File: config.mk
export PLATFORM = sky130hd
export DESIGN_NAME = alu_cmd_seq
export DESIGN_NICKNAME = d
export VERILOG_FILES = /design/src/rtl/alu_cmd_seq.sv
export SDC_FILE = /design/constraint.sdc
export NUM_CORES = 1
export LEC_CHECK = 0
export BUFFER_PORTS_ARGS = -buffer_cell sky130_fd_sc_hd__buf_4
export CORE_ASPECT_RATIO = 1.25
export CORE_MARGIN = 2
export CORE_UTILIZATION = 40
export CTS_BUF_LIST = sky130_fd_sc_hd__clkbuf_8
export CTS_CLUSTER_DIAMETER = 40
export DETAILED_ROUTE_END_ITERATION = 12
export MAX_ROUTING_LAYER = met4
export PLACE_DENSITY = 0.68
export SKIP_LAST_GASP = 1
export SLEW_MARGIN = 20
export SYNTH_ARGS = -nofsm -noshare
export SYNTH_HDL_FRONTEND = slang
export SYNTH_SLANG_ARGS = --single-unit
File: constraint.sdc
create_clock -name clk -period 1.3 [get_ports clk]
set_input_delay 0.065 -clock clk [delete_from_list [all_inputs] [get_ports clk]]
set_output_delay 0.065 -clock clk [all_outputs]
set_load 0.01 [all_outputs]
File: src/rtl/alu_cmd_seq.sv
// Register-addressed command sequencer that drives a combinational 4-bit ALU and writes its result back.
// Optional ALU-op statistics counter is built when ALU_CMD_SEQ_STATS_EN is defined.
module alu_cmd_seq #(
    parameter int WIDTH = 4,
    parameter int NREG  = 4,
    parameter int AW    = $clog2(NREG)
) (
    input  logic             clk,
    input  logic             rst_n,
    input  logic             cmd_valid,
    output logic             cmd_ready,
    input  logic             cmd_ld,
    input  logic [2:0]       cmd_op,
    input  logic [AW-1:0]    cmd_rd,
    input  logic [AW-1:0]    cmd_rs1,
    input  logic [AW-1:0]    cmd_rs2,
    input  logic [WIDTH-1:0] cmd_imm,
    output logic [WIDTH-1:0] alu_a,
    output logic [WIDTH-1:0] alu_b,
    output logic [2:0]       alu_ctrl,
    input  logic [WIDTH-1:0] alu_result,
    input  logic             alu_zero,
    output logic             wb_valid,
    output logic [WIDTH-1:0] wb_data,
    output logic             wb_zero,
    output logic [7:0]       op_count
);

    // Handshake: a command is taken on a rising edge where cmd_valid && cmd_ready;
    // cmd_ready is high only in IDLE and the command fields must be held until taken.
    typedef enum logic [1:0] {
        IDLE = 2'd0,
        EXEC = 2'd1,
        WB   = 2'd2
    } state_t;

    state_t           state_q, state_d;
    logic [WIDTH-1:0] rf_q [NREG];
    logic [WIDTH-1:0] rf_d [NREG];
    logic [WIDTH-1:0] alu_a_q, alu_a_d;
    logic [WIDTH-1:0] alu_b_q, alu_b_d;
    logic [2:0]       alu_ctrl_q, alu_ctrl_d;
    logic [AW-1:0]    rd_q, rd_d;
    logic [WIDTH-1:0] wb_data_q, wb_data_d;
    logic             wb_zero_q, wb_zero_d;

    always_ff @(posedge clk or negedge rst_n) begin
        if (!rst_n) begin
            state_q    <= IDLE;
            for (int i = 0; i < NREG; i++) rf_q[i] <= '0;
            alu_a_q    <= '0;
            alu_b_q    <= '0;
            alu_ctrl_q <= '0;
            rd_q       <= '0;
            wb_data_q  <= '0;
            wb_zero_q  <= 1'b1;
        end else begin
            state_q    <= state_d;
            rf_q       <= rf_d;
            alu_a_q    <= alu_a_d;
            alu_b_q    <= alu_b_d;
            alu_ctrl_q <= alu_ctrl_d;
            rd_q       <= rd_d;
            wb_data_q  <= wb_data_d;
            wb_zero_q  <= wb_zero_d;
        end
    end

    always_comb begin
        state_d    = state_q;
        rf_d       = rf_q;
        alu_a_d    = alu_a_q;
        alu_b_d    = alu_b_q;
        alu_ctrl_d = alu_ctrl_q;
        rd_d       = rd_q;
        wb_data_d  = wb_data_q;
        wb_zero_d  = wb_zero_q;
        case (state_q)
            IDLE: begin
                if (cmd_valid) begin
                    if (cmd_ld) begin
                        rf_d[cmd_rd] = cmd_imm;
                        wb_data_d    = cmd_imm;
                        wb_zero_d    = (cmd_imm == '0);
                        state_d      = WB;
                    end else begin
                        // Sources are read here, so the previous writeback is always visible.
                        alu_a_d    = rf_q[cmd_rs1];
                        alu_b_d    = rf_q[cmd_rs2];
                        alu_ctrl_d = cmd_op;
                        rd_d       = cmd_rd;
                        state_d    = EXEC;
                    end
                end
            end
            EXEC: begin
                rf_d[rd_q] = alu_result;
                wb_data_d  = alu_result;
                wb_zero_d  = alu_zero;
                state_d    = WB;
            end
            WB:      state_d = IDLE;
            default: state_d = IDLE;
        endcase
    end

    assign cmd_ready = (state_q == IDLE);
    assign wb_valid  = (state_q == WB);
    assign alu_a     = alu_a_q;
    assign alu_b     = alu_b_q;
    assign alu_ctrl  = alu_ctrl_q;
    assign wb_data   = wb_data_q;
    assign wb_zero   = wb_zero_q;

`ifdef ALU_CMD_SEQ_STATS_EN
    logic [7:0] op_count_q, op_count_d;

    always_comb begin
        op_count_d = op_count_q;
        if (state_q == EXEC && op_count_q != 8'hFF) op_count_d = op_count_q + 8'd1;
    end

    always_ff @(posedge clk or negedge rst_n) begin
        if (!rst_n) op_count_q <= '0;
        else        op_count_q <= op_count_d;
    end

    assign op_count = op_count_q;
`else
    assign op_count = '0;
`endif

endmodule

==> metrics.md, run 1 <==
| Metric | Value |
|---|---|
| Cell area after synthesis | 1830 um2 |
| Row count | 27 |
| Worst setup path class | reg -> reg |
| Switching share of power | 0.307 |
| Reg2Reg Setup Slack | -0.12 ns |
| Clock power share | 0.210 |
| Worst Hold Class | in -> reg |
| Post-Layout Cell Count | 257 |
| Post-Synthesis Cells | 136 |
| Sequential power share | 0.448 |
| Slew Viols, Final | 0 |
| Port Buffers | 39 |
| Drt drc | 0 |
| Min Tclk post-route | 1.42 ns |
| Arrival time worst endpoint | 1.59 ns |
| NumNets Final | 220 |
| CP Max Fanout | 6 |
| Failing checks | negative setup slack |
| Mux share of post-synthesis cell area | 0.178 |
| Int Power | 2.75 mW |
| EDFF count, synth | 0 |
| Endpoints failing hold | 0 |
| NetSw | 1.22 mW |
| Family with the most delay on the worst path | simple AND/OR/NAND/NOR gates |
| Die Span Y | about 80 um |
| Worst-case clock buffer depth | 2 |
| # setup viols final | 35 |
| Vias in the first global route | 1475 |
| Worst setup margin | -0.121 ns |
| Die area | 5140 um2 |
| Global-route usage over all layers | 0.204 |
| Yosys cell types | 29 |
| Leak Pwr | ~1.1 nW |
| I/O Pins | between 40 and 50 |
| Buf/Inv on CP | 1 |
| Synth Register Bits | 36 |
| CP required | ~1.5 ns |
| PD cells | approximately 1500 nW/um2 |
| First-pass GRT wire length | 7710 um |
| Share of layout cells above drive strength 1 | 0.608 |
| Compound-Gate Fraction of Synth Area | 0.184 |
| Fin Hold WS | 0.00729 ns |
| Design area | 2600 um2 |
| Final critical-path share of the clock period | 1.09 |
| Max stage delay on crit path | 0.40 ns |
| Ant. Diodes | 0 |
| Total Wirelength | 4710 um |
| Post-Synth Adder-Cell Area | 0 |
| Clk pin slew, worst setup/hold paths | 0.07 ns |
| Wire length per cell | between 15 and 20 um |
| Detailed router's first-iteration violation count | 60 |
| Initial Util | 0.417 |
| Mapped Avg Cell Area | about 13 um2 |
| Vias/cell | 5.67 |
| Async SR Flop Fraction | 1.00 |
| Main combinational cell family by area after synthesis | compound AO/OA/AOI/OAI gates |
| Max IR drop VDD | a little over 0.9 mV |
| Comb pwr share | 0.342 |
| Max-cap violation count | 0 |
| Drt first pass iters | 4 |
| Main synth FF type | dfrtp_1 |
| Antenna violations before repair | 0 |
| Yosys Warn Count | 0 |
| Clock Skew | 0.00331 ns |
| Synth Area in XOR/XNOR | 0 |
| RSZ-0062 raised after global routing | yes |
| Critical path, cell by cell | buf_4 > nor2b_4 > and3_4 > o21ai_2 > o2bb2ai_1 |
| CTS tree | done |
| TritonCTS Buffers | 5 |
| Largest net degree at the start of global routing | 37 |
| Fmax | 704 MHz |
| Root Driver | clkbuf_8 |
| Clk_lat worst skew | 0.29 ns |
| Tot Pwr | roughly 4.0 mW |
| Simple-gate share of the synthesized area | 0.0827 |
| Status | complete, but fails checks |
| Dpl cell area | 2270 um2 |
| Worst setup EP type | flop |
| Crit-path slowest cell | dfrtp_1 |
| Horiz. Die Dim | 64.5 um |
| Detailed-route via count | 1456 |
| Area delta synth->final | 41.8% |
| Placed Cells | 241 |
| Fillers | 365 |
| RePlAce Congestion | 0.840 |
| Grt ovf | 0 |
| CP Launch Type | flop |
| Seq/Total Area, Yosys | 0.493 |
| DP Wirelength | 3290 um |
| H-tree depth | 2 |
| Clock net sink count | 36 |
| Final ANT Viol Nets | 0 |
| Core Box Area | 4390 um2 |
==> layout make-up <==
| cell class | instances | area (um2) | area share |
|---|---|---|---|
| inverter | 5 | 22.5 | 0.00867 |
| clock buffer | 6 | 82.6 | 0.0318 |
| multi-input combinational | 90 | 1020 | 0.394 |
| sequential | 36 | 902 | 0.347 |
| timing repair buffer | 60 | 483 | 0.186 |
| tap | 58 | 72.6 | 0.0280 |
| clock inverter | 2 | 11.3 | 0.00434 |
==> metrics by stage <==
| stage | util | setup slack (ns) | TNS, ns |
|---|---|---|---|
| after floorplan | - | -0.0762 | -1.26 |
| after global placement | 0.518 | -0.259 | -4.53 |
| after detailed placement | 0.518 | -0.355 | -5.96 |
| after CTS | 0.581 | -0.100 | -2.43 |
| after global routing | 0.591 | -0.180 | -5.42 |
| final | 0.591 | -0.121 | -3.17 |
==> timing repair <==
item / 4_1_cts / 5_1_grt
buffers inserted: 6 / 0
pin swaps: 11 / 8
hold buffers: 2 / 0
gates resized for setup: 25 / 9
setup endpoints to repair: 34 / 35
hold endpoints to repair: 36 / 0
==> power by group through the flow <==
stage / sequential [mW] / combinational [mW] / clock, mW
6_report: 1.78 / 1.36 / 0.831
5_1_grt: 1.83 / 1.46 / 0.890
4_1_cts: 1.77 / 1.33 / 0.845
3_5_place_dp: 1.77 / 1.23 / 0
3_3_place_gp: 1.74 / 1.20 / 0
2_1_floorplan: 1.78 / 0.642 / 0
==> registers in the layout (all words and copies together) (netlist names) <==
signal and count:
alu_a 4, alu_b 4, alu_ctrl 3, rd_q 2
rf_q 16, state_q 2, wb_data 4, wb_zero 1
==> final timing paths <==
| kind | from | end | cells past startpoint |
|---|---|---|---|
| worst max-delay path | state_q[1] | rf_q[1] | 5 |
| worst max register to register | state_q[1] | rf_q[1] | 5 |
| max in group asynchronous | rst_n | wb_zero | 2 |
| min in group asynchronous | rst_n | rd_q[1] | 2 |
| worst min register to register | alu_ctrl[2] | alu_ctrl[2] | 1 |
| worst min-delay path | cmd_op[1] | alu_ctrl[1] | 2 |
==> synth_stat cells (all sizes together), types with 2 or more instances <==
master / number / area share
o21ai: 4 / 0.013
mux4: 8 / 0.098
nor2: 2 / 0.0082
a222oi: 4 / 0.022
nor3b: 4 / 0.027
nor2b: 2 / 0.0068
and3: 3 / 0.011
nor3: 2 / 0.011
nand2: 2 / 0.0041
buf: 11 / 0.048
o2bb2ai: 16 / 0.077
a22oi: 17 / 0.070
mux2: 13 / 0.080
inv: 5 / 0.010
dfrtp: 35 / 0.48
==> layout by cell type, fill, tap and decap left out, types with 2 or more instances in the layout <==
| cell | netlist | layout |
|---|---|---|
| mux2_2 | 12 | 12 |
| dlygate4sd3_1 | 0 | 2 |
| conb_1 | 1 | 8 |
| buf_6 | 2 | 4 |
| nor3b_4 | 0 | 2 |
| o21ai_4 | 0 | 3 |
| nor2_4 | 1 | 2 |
| dfrtp_1 | 35 | 35 |
| a22oi_2 | 0 | 5 |
| clkbuf_8 | 0 | 6 |
| nor3_4 | 0 | 2 |
| o2bb2ai_2 | 0 | 7 |
| inv_1 | 5 | 5 |
| nand2_2 | 0 | 2 |
| a222oi_1 | 4 | 4 |
| buf_4 | 8 | 53 |
| and3_4 | 0 | 3 |
| a22oi_1 | 17 | 12 |
| o2bb2ai_1 | 16 | 9 |
| mux4_2 | 8 | 8 |
| nor3b_2 | 4 | 2 |
| clkinvlp_4 | 0 | 2 |
==> cell families (layout without fill, tap and decap cells) <==
kind of cell,Yosys count,in the layout
AO/OA/AOI/OAI,42,42
buffers and inverters,17,73
flip-flops,36,36
other,1,8
multiplexers,21,21
AND/OR/NAND/NOR,19,19
==> layer usage <==
| metal | share of wire | global-route usage | up-vias |
|---|---|---|---|
| met2 | 0.56 | 0.358 | 44 |
| met5 | 0 | - | - |
| li1 | - | - | 654 |
| met3 | 0.039 | 0.0339 | 6 |
| met4 | 0.013 | 0.0638 | 0 |
| met1 | 0.38 | 0.241 | 752 |
Power figures use the tool's default switching activity.
==> inputs of run 2 (changes only) <==
Settings changed: CORE_ASPECT_RATIO 1.25 to 1.4.
==> run 2 against run 1 <==
Compared with the run above:
- the run still ends with negative setup slack left
- core utilization fell by 3.0 points
- die area barely moved
- sequential power barely moved
- setup slack got worse by 0.0044 ns
- clock skew rose by 0.0045 ns
==> metrics.md, run 2 (synthesis gave the netlist of run 1 again) <==
| Metric | Value |
|---|---|
| Grt ovf | 0 (unchanged) |
| First-pass GRT wire length | 7330 um (was 7710 um) |
| Antenna violations before repair | 0 (unchanged) |
| Final ANT Viol Nets | 0 (unchanged) |
| TritonCTS Buffers | 5 (unchanged) |
| Slew Viols, Final | 0 (unchanged) |
| Global-route usage over all layers | 0.198 (was 0.204) |
| CP required | 1.47 ns (about the same) |
| Max IR drop VDD | 0.881 mV (was 0.917 mV) |
| Worst setup margin | -0.125 ns (was -0.121 ns) |
| NetSw | 1.15 mW (was 1.22 mW) |
| Largest net degree at the start of global routing | 37 (unchanged) |
| Multi-input gate area | 955 um2 (was 1020 um2) |
| Worst Hold Class | in -> reg (unchanged) |
| Ant. Diodes | 0 (unchanged) |
| I/O Pins | 48 (unchanged) |
| Worst-case clock buffer depth | 2 (unchanged) |
| Critical path, cell by cell | buf_6 > nor2_4 > nand2_2 > nor2_4 > buf_12 > mux2_2 (was buf_4 > nor2b_4 > and3_4 > o21ai_2 > o2bb2ai_1) |
| Clk pin slew, worst setup/hold paths | 0.07 ns (about the same) |
| Vias in the first global route | 1475 (unchanged) |
| Drt first pass iters | 5 (was 4) |
| TNS Setup | -3.07 ns (was -3.17 ns) |
| RePlAce Congestion | 0.888 (was 0.840) |
| Endpoints failing hold | 0 (unchanged) |
| Commonest non-fill, non-tap cell in the layout | buf_4 (unchanged) |
| Sequential power share | 0.459 (was 0.448) |
| Total Wirelength | 4590 um (was 4710 um) |
| Fmax | 702 MHz (was 704 MHz) |
| CTS tree | done (unchanged) |
| DP Wirelength | 3380 um (was 3290 um) |
| Dpl cell area | 2280 um2 (was 2270 um2) |
| Clk_lat worst skew | 0.29 ns (about the same) |
| PD cells | 1540 nW/um2 (was 1530 nW/um2) |
| FF+latch area | 903 um2 (was 902 um2) |
| RSZ-0062 raised after global routing | yes (unchanged) |
| Fillers | 392 (was 365) |
| Worst reg2reg startpoint | state_q[0] (was state_q[1]) |
| Core Box Area | 4460 um2 (was 4390 um2) |
| Crit-path slowest cell | dfrtp_1 (unchanged) |
| Worst path most repeated cell | nor2_4 |
| Int Power | 2.69 mW (was 2.75 mW) |
| Root Driver | clkbuf_8 (unchanged) |
| Min Tclk post-route | 1.43 ns (was 1.42 ns) |
| Area delta synth->final | 36.9% (was 41.8%) |
| Worst reg-to-reg path cell count | 6 (was 5) |
| Drt drc | 0 (unchanged) |
| # setup viols final | 35 (unchanged) |
| Status | complete, but fails checks (unchanged) |
| Pre-CTS WS | -0.147 ns (was -0.355 ns) |
| Commonest non-fill, non-tap cells in the layout | buf_4 (51), dfrtp_1 (34), a22oi_1 (15), o2bb2ai_1 (15), mux2_2 (10) (was buf_4 (53), dfrtp_1 (35), a22oi_1 (12), mux2_2 (12), o2bb2ai_1 (9)) |
| Largest register FFs | 16 (unchanged) |
| CP Launch Type | flop (unchanged) |
| Worst Setup SP | state_q[0] (was state_q[1]) |
| H-tree depth | 2 (unchanged) |
| Failing checks | negative setup slack (unchanged) |
| Vias/cell | 5.53 (was 5.67) |
| Detailed-route via count | 1427 (was 1456) |
| Crit path to | alu_ctrl[1] (was rf_q[1]) |
| Horiz. Die Dim | 61.2 um (was 64.5 um) |
| Share of layout cells above drive strength 1 | 0.551 (was 0.608) |
| Initial Util | 0.410 (was 0.417) |
| CP Max Fanout | 11 (was 6) |
| Reg with most FFs | rf_q (unchanged) |
| Design area | 2510 um2 (was 2600 um2) |
| Clock Skew | 0.00777 ns (was 0.00331 ns) |
| Tot Pwr | 3.85 mW (was 3.97 mW) |
| Reg2Reg Capture Point | alu_ctrl[1] (was rf_q[1]) |
| Final critical-path share of the clock period | 1.10 (was 1.09) |
| NumNets Final | 217 (was 220) |
| Arrival time worst endpoint | 1.59 ns (about the same) |
| Die area | 5140 um2 (about the same) |
| Worst setup EP type | flop (unchanged) |
| Switching share of power | 0.300 (was 0.307) |
| Max-cap violation count | 0 (unchanged) |
| Clock power share | 0.206 (was 0.210) |
| Detailed router's first-iteration violation count | 81 (was 60) |
| Row count | 29 (was 27) |
| Clock net sink count | 36 (unchanged) |
| Leak Pwr | 1.09 nW (was 1.10 nW) |
| Die Span Y | 84.0 um (was 79.6 um) |
| Wire length per cell | 17.8 um (was 18.3 um) |
| Max stage delay on crit path | 0.40 ns (about the same) |
| Worst setup path class | reg -> reg (unchanged) |
| Reg2Reg Setup Slack | -0.13 ns (was -0.12 ns) |
| Port Buffers | 39 (unchanged) |
| Comb pwr share | 0.335 (was 0.342) |
[run 2: cell types whose count changed in the layout (fill, tap and decap cells not counted), sizes merged]
| cell | previous run | this run |
|---|---|---|
| buf | 58 | 56 |
| clkinvlp | 2 | 1 |
| dlygate4sd3 | 2 | 1 |
| inv | 5 | 6 |
[run 2: layout make-up]
cell class                 instances  area share
tap                               62      0.0310
timing repair buffer              57       0.183
clock buffer                       6      0.0330
clock inverter                     2     0.00300
sequential                        36       0.360
multi-input combinational         90       0.381
inverter                           5     0.00899
[run 2: power by group through the flow]
stage / sequential, mW / clock [mW] / combinational, mW
2_1_floorplan: 1.78 / 0 / 0.642
3_3_place_gp: 1.75 / 0 / 1.19
3_5_place_dp: 1.77 / 0 / 1.23
4_1_cts: 1.76 / 0.809 / 1.25
5_1_grt: 1.82 / 0.868 / 1.39
6_report: 1.77 / 0.791 / 1.29
[run 2: repair_timing]
item	4_1_cts	5_1_grt
setup buffers	1	3
endpoints found under the hold margin	35	0
setup endpoints to repair	33	34
hold buffers	1	0
pin swaps	3	4
resized for setup	8	15
[run 2: critical path, delay by kind of cell (launching register included)]
kind	cells	cell delay, ns
muxes	1	0.34
and+or+nand+nor	3	0.28
buffers and inverters	2	0.28
DFF	1	0.40
[run 2: worst min path at each step]
stage / endpoint / depth (start not counted) / from / slack (ns)
2_1_floorplan: alu_a[0] / 0 / rst_n / -0.23
3_3_place_gp: wb_data[0] / 1 / rst_n / 0.04
3_5_place_dp: wb_data[0] / 1 / rst_n / 0.05
4_1_cts: alu_ctrl[2] / 2 / cmd_op[2] / 0.003
5_1_grt: alu_ctrl[0] / 2 / cmd_op[0] / 0.004
6_report: alu_ctrl[2] / 2 / cmd_op[2] / 0.005
[run 2: stage by stage]
| step | utilization | instances | hold slack, ns |
|---|---|---|---|
| floorplan | - | 143 | -0.231 |
| global placement | 0.511 | 245 | 0.0401 |
| detailed placement | 0.511 | 245 | 0.0461 |
| CTS | 0.540 | 255 | 0.00332 |
| global route | 0.562 | 258 | 0.00367 |
| finish | 0.562 | 258 | 0.00508 |
[run 2: layer usage]
metal  part of all wire  track usage
met3              0.037       0.0403
met2               0.57        0.330
met1               0.36        0.223
met4              0.031       0.0830
met5                  0            -
==> inputs of run 3 (changes only) <==
Settings changed: MAX_ROUTING_LAYER met4 to unset.
==> run 3 against run 2 <==
Compared with the run above:
- the flow still finishes with violations (negative setup slack)
- non-clock buffer count shrank 1
- clock power grew 0.5%
- die area is the same
- first-iteration DRC count shrank 49%
- critical path type unchanged
- critical endpoint is now rf_q[10]
- largest power group unchanged
==> metrics.md, run 3 (synthesis gave the netlist of run 1 again) <==
| Metric | Value |
|---|---|
| Total Wirelength | 4460 um (was 4590 um) |
| CTS tree | done (unchanged) |
| Worst reg2reg startpoint | state_q[1] (was state_q[0]) |
| Root Driver | clkbuf_8 (unchanged) |
| Design area | 2440 um2 (was 2510 um2) |
| Placed Cells | 245 (unchanged) |
| Min-Delay Endpoint | alu_ctrl[2] (unchanged) |
| Worst Hold Class | in -> reg (unchanged) |
| TritonCTS Buffers | 5 (unchanged) |
| Reg with most FFs | rf_q (unchanged) |
| Drt drc | 0 (unchanged) |
| Post-Layout Cell Count | 257 (was 258) |
| Comb pwr share | 0.329 (was 0.335) |
| Area delta synth->final | 33.5% (was 36.9%) |
| Share of layout cells above drive strength 1 | 0.528 (was 0.551) |
| Max-cap violation count | 0 (unchanged) |
| RSZ-0062 raised after global routing | yes (unchanged) |
| NetSw | 1.13 mW (was 1.15 mW) |
| Drt first pass iters | 4 (was 5) |
| Worst setup EP type | flop (unchanged) |
| CP Launch Type | flop (unchanged) |
| Commonest non-fill, non-tap cell in the layout | buf_4 (unchanged) |
| Final ANT Viol Nets | 0 (unchanged) |
| Worst setup margin | -0.132 ns (was -0.125 ns) |
| Failing checks | negative setup slack (unchanged) |
| Detailed-route via count | 1404 (was 1427) |
| Min Tclk post-route | 1.43 ns (about the same) |
| Antenna violations before repair | 0 (unchanged) |
| Final critical-path share of the clock period | 1.10 (about the same) |
| Arrival time worst endpoint | 1.60 ns (was 1.59 ns) |
| PD cells | 1560 nW/um2 (was 1540 nW/um2) |
| Vias in the first global route | 1468 (was 1475) |
| HP Start | cmd_op[2] (unchanged) |
| First-pass GRT wire length | 7350 um (was 7330 um) |
| Worst-case clock buffer depth | 2 (unchanged) |
| H-tree depth | 2 (unchanged) |
| Die Span Y | 84.0 um (unchanged) |
| Port Buffers | 39 (unchanged) |
| Reg2Reg Setup Slack | -0.13 ns (about the same) |
| NumNets Final | 216 (was 217) |
| Reg2Reg Capture Point | rf_q[10] (was alu_ctrl[1]) |
| Clk pin slew, worst setup/hold paths | 0.07 ns (about the same) |
| Grt ovf | 0 (unchanged) |
| Global-route usage over all layers | 0.193 (was 0.198) |
| Status | complete, but fails checks (unchanged) |
| # setup viols final | 33 (was 35) |
| Worst reg-to-reg path cell count | 5 (was 6) |
| Sequential power share | 0.462 (was 0.459) |
| Tot Pwr | 3.81 mW (was 3.85 mW) |
| Horiz. Die Dim | 61.2 um (unchanged) |
| RePlAce Congestion | 0.874 (was 0.888) |
| Worst setup path class | reg -> reg (unchanged) |
| Core Box Area | 4460 um2 (unchanged) |
| Die area | 5140 um2 (unchanged) |
| Row count | 29 (unchanged) |
| Initial Util | 0.410 (unchanged) |
| Switching share of power | 0.298 (was 0.300) |
| Clock net sink count | 36 (unchanged) |
| Clk_lat worst skew | 0.29 ns (about the same) |
| CP required | 1.46 ns (was 1.47 ns) |
| Detailed router's first-iteration violation count | 41 (was 81) |
| Commonest non-fill, non-tap cells in the layout | buf_4 (49), dfrtp_1 (34), a22oi_1 (16), o2bb2ai_1 (16), mux2_2 (12) (was buf_4 (51), dfrtp_1 (34), a22oi_1 (15), o2bb2ai_1 (15), mux2_2 (10)) |
| Ant. Diodes | 0 (unchanged) |
| Slew Viols, Final | 0 (unchanged) |
| Clock power share | 0.209 (was 0.206) |
| Fmax | 698 MHz (was 702 MHz) |
| Max IR drop VDD | 0.888 mV (was 0.881 mV) |
| CP Max Fanout | 5 (was 11) |
| Endpoints failing hold | 0 (unchanged) |
| Vias/cell | 5.46 (was 5.53) |
| Dpl cell area | 2280 um2 (unchanged) |
| Leak Pwr | 1.07 nW (was 1.09 nW) |
| DP Wirelength | 3380 um (unchanged) |
| Clock Skew | 0.00702 ns (was 0.00777 ns) |
| Hold depth | 2 (unchanged) |
| Largest net degree at the start of global routing | 37 (unchanged) |
| Worst Setup SP | state_q[1] (was state_q[0]) |
| Largest register FFs | 16 (unchanged) |
| I/O Pins | 48 (unchanged) |
| Int Power | 2.67 mW (was 2.69 mW) |
| Wire length per cell | 17.3 um (was 17.8 um) |
[run 3: area by class of cell]
type	instances	area, um2
clock buffers	6	82.6
clock inverters	2	7.51
fillers	399	2020
inverters	5	22.5
multi-input cells	90	896
flip-flops and latches	36	903
well taps	62	77.6
repair buffers	56	454
[run 3: how the worst max path moves through the flow]
stage / endpoint / slack (ns)
final: rf_q[10] / -0.13
after global routing: alu_a[1] / -0.20
after CTS: alu_b[3] / -0.13
after detailed placement: rf_q[10] / -0.15
after global placement: rf_q[4] / -0.09
after floorplan: rd_q[1] / -0.08
[run 3: metal layers]
metal / vias to the layer above / routed length [um] / GRT usage
met1: 721 / 1680 / 0.226
met5: - / 0 / 0
li1: 641 / - / -
met4: 0 / 88 / 0.0830
met3: 9 / 137 / 0.0403
met2: 33 / 2550 / 0.328
[run 3: per-stage QoR]
stage | setup TNS (ns) | utilization | setup WS [ns] | hold WS [ns]
global placement | -2.21 | 0.511 | -0.0872 | 0.0401
floorplan | -1.26 | - | -0.0762 | -0.231
global route | -5.79 | 0.548 | -0.203 | 0.00367
finish | -3.44 | 0.548 | -0.132 | 0.00546
CTS | -3.15 | 0.540 | -0.132 | 0.00332
detailed placement | -3.55 | 0.511 | -0.147 | 0.0461
[run 3: repair_timing]
item / CTS / global route
hold buffers: 1 / 0
buffers inserted: 1 / 2
pin swaps: 3 / 4
hold endpoints to repair: 35 / 0
gates resized for setup: 8 / 5
endpoints found under the setup margin: 33 / 34
[run 3: power groups by stage]
| stage | Sequential, mW | Combinational [mW] | Clock (mW) |
|---|---|---|---|
| detailed placement | 1.77 | 1.23 | 0 |
| global placement | 1.75 | 1.19 | 0 |
| finish | 1.76 | 1.25 | 0.795 |
| global route | 1.81 | 1.35 | 0.875 |
| CTS | 1.76 | 1.25 | 0.809 |
| floorplan | 1.78 | 0.642 | 0 |
[run 3: critical path, stage by stage (launching register included)]
cell,delay (ns)
dfrtp_2,0.45
nand2b_2,0.25
nor3b_2,0.18
buf_4,0.17
o21ai_2,0.10
o2bb2ai_1,0.15
